==> config.mk <==
export PLATFORM = sky130hd
export DESIGN_NAME = button_conditioner
export DESIGN_NICKNAME = d
export VERILOG_FILES = /design/src/rtl/button_conditioner.sv
export SDC_FILE = /design/constraint.sdc
export NUM_CORES = 1
export LEC_CHECK = 0
export CORE_MARGIN = 3
export CORE_UTILIZATION = 50
export DETAILED_ROUTE_END_ITERATION = 7
export DONT_BUFFER_PORTS = 1
export GPL_TIMING_DRIVEN = 0
export PLACE_DENSITY = 0.76
export SLEW_MARGIN = 30
export SYNTH_ARGS = -nofsm -noshare
export SYNTH_HDL_FRONTEND = slang
export SYNTH_SLANG_ARGS = --single-unit
==> constraint.sdc <==
create_clock -name clk -period 4.22 [get_ports clk]
set_input_delay 0.844 -clock clk [delete_from_list [all_inputs] [get_ports clk]]
set_output_delay 0.844 -clock clk [all_outputs]
set_load 0.05 [all_outputs]
==> src/rtl/button_conditioner.sv <==
`timescale 1ns/1ps
`default_nettype none
// ============================================================================
// Module   : button_conditioner
// Brief    : Synchronizes, debounces and auto-repeats one raw push button.
// Revision : 1.0
// ============================================================================
// `release` is a reserved word, so the release event port is release_pulse.
module button_conditioner #(
  parameter int DEBOUNCE_CYCLES      = 240000,
  parameter bit REPEAT_EN            = 1'b1,
  parameter int REPEAT_DELAY_CYCLES  = 12000000,
  parameter int REPEAT_PERIOD_CYCLES = 2400000,
  parameter bit ACTIVE_LOW           = 1'b1
) (
  input  logic clk,
  input  logic reset,
  input  logic btn_in,
  output logic pressed,
  output logic press,
  output logic release_pulse,
  output logic tick,
  output logic repeating
);

  localparam int DW   = $clog2(DEBOUNCE_CYCLES + 1);
  localparam int RMAX = (REPEAT_DELAY_CYCLES > REPEAT_PERIOD_CYCLES) ?
                        REPEAT_DELAY_CYCLES : REPEAT_PERIOD_CYCLES;
  localparam int RW   = $clog2(RMAX) + 1;

  localparam logic [DW-1:0] DEB_TERM = DW'(DEBOUNCE_CYCLES - 1);
  localparam logic [RW-1:0] DLY_TERM = RW'(REPEAT_DELAY_CYCLES - 1);
  localparam logic [RW-1:0] PER_TERM = RW'(REPEAT_PERIOD_CYCLES - 1);

  typedef enum logic [1:0] {
    S_RELEASED  = 2'd0,
    S_HELD      = 2'd1,
    S_REPEATING = 2'd2
  } state_t;

  logic          raw_p;
  logic          sync_meta;
  logic          sync_p;
  logic [DW-1:0] dcnt;
  logic          differ;
  logic          settle;
  logic          rise;
  logic          fall;
  state_t        state;
  state_t        state_nx;
  logic [RW-1:0] rcnt;
  logic [RW-1:0] rcnt_nx;
  logic          tick_nx;

  // Normalize to "1 = pressed" before synchronizing; reset value is released.
  assign raw_p = btn_in ^ ACTIVE_LOW;

  always_ff @(posedge clk or posedge reset) begin
    if (reset) begin
      sync_meta <= 1'b0;
      sync_p    <= 1'b0;
    end else begin
      sync_meta <= raw_p;
      sync_p    <= sync_meta;
    end
  end

  assign differ = (sync_p != pressed);
  assign settle = differ && (dcnt == DEB_TERM);
  assign rise   = settle && sync_p;
  assign fall   = settle && !sync_p;

  always_ff @(posedge clk or posedge reset) begin
    if (reset) begin
      dcnt          <= '0;
      pressed       <= 1'b0;
      press         <= 1'b0;
      release_pulse <= 1'b0;
    end else begin
      press         <= rise;
      release_pulse <= fall;
      if (settle) begin
        pressed <= sync_p;
        dcnt    <= '0;
      end else if (differ) begin
        dcnt <= dcnt + 1'b1;
      end else begin
        dcnt <= '0;
      end
    end
  end

  // An expiry that lands right after a tick is held off one cycle so ticks
  // never touch, even with a period of one.
  always_comb begin
    state_nx = state;
    rcnt_nx  = rcnt;
    tick_nx  = 1'b0;
    case (state)
      S_RELEASED: begin
        if (rise) begin
          state_nx = S_HELD;
          rcnt_nx  = '0;
          tick_nx  = 1'b1;
        end
      end
      S_HELD: begin
        if (fall) begin
          state_nx = S_RELEASED;
          rcnt_nx  = '0;
        end else if (rcnt == DLY_TERM) begin
          if (REPEAT_EN && !tick) begin
            state_nx = S_REPEATING;
            rcnt_nx  = '0;
            tick_nx  = 1'b1;
          end
        end else begin
          rcnt_nx = rcnt + 1'b1;
        end
      end
      S_REPEATING: begin
        if (fall) begin
          state_nx = S_RELEASED;
          rcnt_nx  = '0;
        end else if (rcnt == PER_TERM) begin
          if (!tick) begin
            rcnt_nx = '0;
            tick_nx = 1'b1;
          end
        end else begin
          rcnt_nx = rcnt + 1'b1;
        end
      end
      default: begin
        state_nx = S_RELEASED;
        rcnt_nx  = '0;
      end
    endcase
  end

  always_ff @(posedge clk or posedge reset) begin
    if (reset) begin
      state <= S_RELEASED;
      rcnt  <= '0;
      tick  <= 1'b0;
    end else begin
      state <= state_nx;
      rcnt  <= rcnt_nx;
      tick  <= tick_nx;
    end
  end

  assign repeating = (state == S_REPEATING);

endmodule
`default_nettype wire

[Word-level counts from Yosys, hierarchy flattened]
Index checks and enable logic that the tools add are counted.
Word-level totals
  register bits: 51
  word-level logic and storage cells: 50
Operators by class
  $add $sub $neg: 2
  equality and inequality tests: 10
  reductions and logical operators: 6
  muxes and demuxes: 22
  bitwise gates (word level): 1
Operators by type and width (number)
  25-bit two-way mux: 6
  25-bit one-hot mux with 3 select lines: 1
  18-bit two-way mux: 2
  25-bit by 1-bit adder with 25-bit output, second input constant: 1
  25-bit by 22-bit equality test with 1-bit output, second input constant: 1
  25-bit by 24-bit equality test with 1-bit output, second input constant: 1
  18-bit by 1-bit adder with 18-bit output, second input constant: 1
  18-bit equality test, second input constant: 1
  2-bit two-way mux: 5
  1-bit two-way mux: 6
  3-bit inequality test, second input constant: 2
  2-bit one-hot mux with 3 select lines: 1
  4-bit AND reduction: 1
  1-bit logical AND: 3
  1-bit one-hot mux with 3 select lines: 1
  2-bit by 1-bit equality test with 1-bit output, second input constant: 1
  2-bit equality test, second input constant: 1
  2-bit logical NOT: 1
  2-bit by 1-bit inequality test with 1-bit output, second input constant: 1
  2-bit inequality test, second input constant: 1
  1-bit logical NOT: 1
  1-bit inequality test: 1
  1-bit NOT: 1

[Depth between registers and ports, before layout]
  word-level depth: 5
  depth in mapped cells: 9

[Worst setup path after synthesis]
No wires, ideal clock.
  path type: register to register
  from: reg rcnt[23]
  to: reg rcnt[19]
  path slack: 1.799 ns
  cell stages (with the launch flop): 8
  arrival time: 2.295 ns
  required time: 4.094 ns
  setup time: 0.126 ns
  cell sequence: dfrtp_1 or3b_1 or4_4 o31a_1 a32o_2 and2_4 buf_6 a221o_1
Between the ends
  word-level cells in the longest chain between the ends: 4
Ends and longest elaborated chain
  from (decl): line 51  | logic [RW-1:0] rcnt;
  from (signal assigned): line 148  | rcnt <= rcnt_nx;
  25-bit by 22-bit equality test with 1-bit output or 25-bit by 24-bit equality test with 1-bit output (tied branches): line 125, 111
  25-bit two-way mux, on equally long branches: line 125, 111
  25-bit two-way mux, on equally long branches: line 122, 108
  25-bit one-hot mux with 3 select lines (*): line 99  | case (state)
Every way passes the cells marked *; elsewhere a longest branch is shown, timed or not.
A chain may end at the register's enable or synchronous reset.

[Final worst setup path]
  from: reg pressed
  to: reg rcnt[0]
RTL lines
  from (decl): line 19  | output logic pressed,
  from (signal assigned): line 83  | pressed <= sync_p;
  1-bit inequality test: line 68  | assign differ = (sync_p != pressed);
  1-bit logical AND: line 69  | assign settle = differ && (dcnt == DEB_TERM);
  1-bit logical AND: line 70  | assign rise = settle && sync_p;
  via rise: line 47  | logic rise;
  2-bit inequality test (no line)
The timed path passes the listed nets, and every way through them passes these cells.

==> results by group <==
CTS
  • Setup bufs post-CTS: 0
  • CTS root buffer: clkbuf_8
  • CTS resizes: 0
  • Clk_lat worst skew: about 310 ps
  • Clock Pin Slew Worst Setup and Hold Paths: 90 ps
  • Hold buffers post-CTS: 0
  • Inserted Clock Buffers: 5
  • CTS Buffer Depth: 2
  • CTS tree: done
  • H-tree depth: 2
  • Clk sink count: a little over 50

Logic synthesis
  • Post-Syn Instances: between 300 and 400
  • Most frequent cell after synthesis: dfrtp_1
  • Ys flop type: dfrtp_1
  • Async SR Flop Fraction: 1.000
  • Sequential fraction of the synthesis area: 0.4250
  • Syn Nets: 346
  • Most frequent cells after synthesis: 51 x dfrtp_1, 44 x nand2_1, 31 x nor2_1
  • Share of the synthesized area in the top cell type: 0.4250
  • Synth top area cells: dfrtp_1 43%, nand2_1 5.5%, nor2_1 3.9%
  • Ys Warns: 0
  • Post-synth top area cell: dfrtp_1
  • Yosys reg bits: 51
  • Mean post-synth cell area: roughly 8.9 um2
  • Post-Syn Area: between 3000 and 4000 um2
  • Cell variety after synth: between 50 and 60
  • Number of enable flip-flop cells after synthesis: 0

Detailed routing
  • Vias after detailed routing: approximately 2600
  • DRC: 0
  • Post-route ant nets: 0
  • DR vias/cell: 6.194
  • DR WL/cell: ~16 um
  • First drt pass iteration count: 5
  • Total wire length: ~6600 um
  • Initial drt markers: between 200 and 300

Cells and area
  • Ant diodes: 0
  • Area growth, synth to finish: 6.833%
  • Fillers: around 480
  • FF+latch area: approximately 1300 um2
  • Share of layout cells above drive strength 1: 0.05780
  • Final instance area: 3208 um2
  • Multi-input gate area: 1629 um2
  • Nets@finish: between 300 and 400
  • Layout Cells excl Fill: 418

Worst setup path
  • WP data arrival: 2990 ps
  • Critical path endpoint category: flop
  • Worst path slowest cell: dfrtp_1
  • Required @ worst endpoint: about 4400 ps
  • R2r setup slk: approximately 1400 ps
  • CP max stage delay: 690 ps
  • Worst-path cell chain: xnor2_1, nand4b_1, nor3_1, nand2b_1, clkbuf_1, o31ai_1, mux2_2
  • CP endpoint: rcnt[0]
  • RR Endpoint: rcnt[0]
  • Cell family with most CP delay: simple AND/OR/NAND/NOR gates
  • CP Depth: 7
  • Worst path buffer plus inverter count: 1
  • Crit start category: flop
  • Worst-path fanout max: 10
  • CP Class: reg -> reg
  • Cells on worst reg2reg path: 7
  • RR Startpoint: pressed
  • Crit path from: pressed

Status
  • Outcome: finished clean

Timing
  • Final min period: approximately 2800 ps
  • Worst Skew: roughly 13 ps
  • Final hold vios: 0
  • Worst-Margin Slew: 743.1 ps
  • Final Max Slew Viols: 0
  • Relative slew slack: 0.5000
  • Setup TNS: 0 ps
  • Final setup viols: 0
  • RSZ-0062 raised after global routing: no
  • Crit share post-route: 0.6638
  • Peak Freq: between 0.3 and 0.4 GHz
  • Final worst setup slack: around 1400 ps

GRT
  • Gr ovfl total: 0
  • Largest net degree at the start of global routing: 52
  • Number of global-route vias before repair: 2385
  • Initial antenna violation count: 0
  • First-pass GRT wire length: ~11000 um
  • Total GRT Usage: 0.1980

Floorplanning
  • Initial core utilization: 0.5323
  • Die area: roughly 7000 um2
  • Die Span X: about 83 um
  • Die Height: 83.50 um
  • Ports: 8
  • Core Rows: 27
  • Core ar.: ~5600 um2

Placement
  • Hpwl dp: around 4700 um
  • Port buffer count: 0
  • Cells after DPL: 410
  • Pre-CTS WS: roughly 1500 ps
  • Routability Congestion: a little under 0.9
  • Cell Area, Placed: around 3100 um2

Min path
  • Hold Path Class: reg -> reg
  • Hold path cells: 0

Power and ir drop
  • Pwr Density: between 200 and 250 nW/um2
  • Leakage: 0.001356 uW
  • Worst vdd ir: 0.1791 mV
  • Tot Pwr: roughly 800 uW

Flow run
  • Maxcap violations: 0
-- sequential cells by signal, summed over array words and instances, names as in the netlist --
signal and count:
pressed 1, dcnt 18, sync_meta 1, release_pulse 1, rcnt 25, press 1
sync_p 1, tick 1, state 2
-- metrics by stage --
stage	hold slack, ps	utilization
after floorplan	331.2	-
after global placement	333.4	0.5482
after detailed placement	341.8	0.5536
after CTS	362.9	0.5686
after global routing	373.6	0.5686
final	364.6	0.5686
-- worst reg2reg max path: stages, from the launching register on --
cell and delay (ps):
dfrtp_1 690, xnor2_1 170, nand4b_1 350, nor3_1 380, nand2b_1 210, clkbuf_1 390, o31ai_1 200, mux2_2 300
-- placed cells by master, fill, tap and decap left out, types with 10 or more instances in the layout --
cell type and count:
xor2_1 13, nand4_1 12, nand3_1 16, dfrtp_1 51, and3_1 10, o21ai_0 16, nand2_1 44, clkbuf_1 12
nor2_1 31
-- worst min-delay path by stage --
stage,from,endpoint
floorplan,sync_meta,sync_p
global placement,sync_meta,sync_p
detailed placement,sync_meta,sync_p
CTS,sync_meta,sync_p
global route,sync_meta,sync_p
finish,sync_meta,sync_p
-- area by class of cell --
cell class | instances | area share
sequential | 51 | 0.3978
clock inverter | 2 | 0.003900
timing repair buffer | 1 | 0.008580
multi-input combinational | 263 | 0.5078
inverter | 10 | 0.01248
tap | 72 | 0.02808
buffer | 13 | 0.01872
clock buffer | 6 | 0.02262
-- where the power goes --
| part | total (uW) | leakage, uW | switching [uW] | internal [uW] |
|---|---|---|---|---|
| Combinational | 22.1 | 0.000610 | 15.4 | 6.69 |
| Clock | 276 | 0.0000412 | 160 | 116 |
| Sequential | 495 | 0.000706 | 3.41 | 491 |
-- cell families after synthesis --
group / after synthesis / synth area share
adders and majority gates: 6 / 0.02500
xor gates and xnor gates: 19 / 0.05542
muxes: 2 / 0.007499
DFF: 51 / 0.4250
buffers and inverters: 23 / 0.03250
AOI/OAI and AO/OA: 67 / 0.1583
and+or+nand+nor: 169 / 0.2962
-- routing by layer --
layer / GRT usage / wire length (um)
met2: 0.2828 / 2794
met5: 0 / 0
met1: 0.3058 / 3197
met3: 0.03455 / 487
met4: 0.05994 / 89
(Power assumes the default switching activity.)
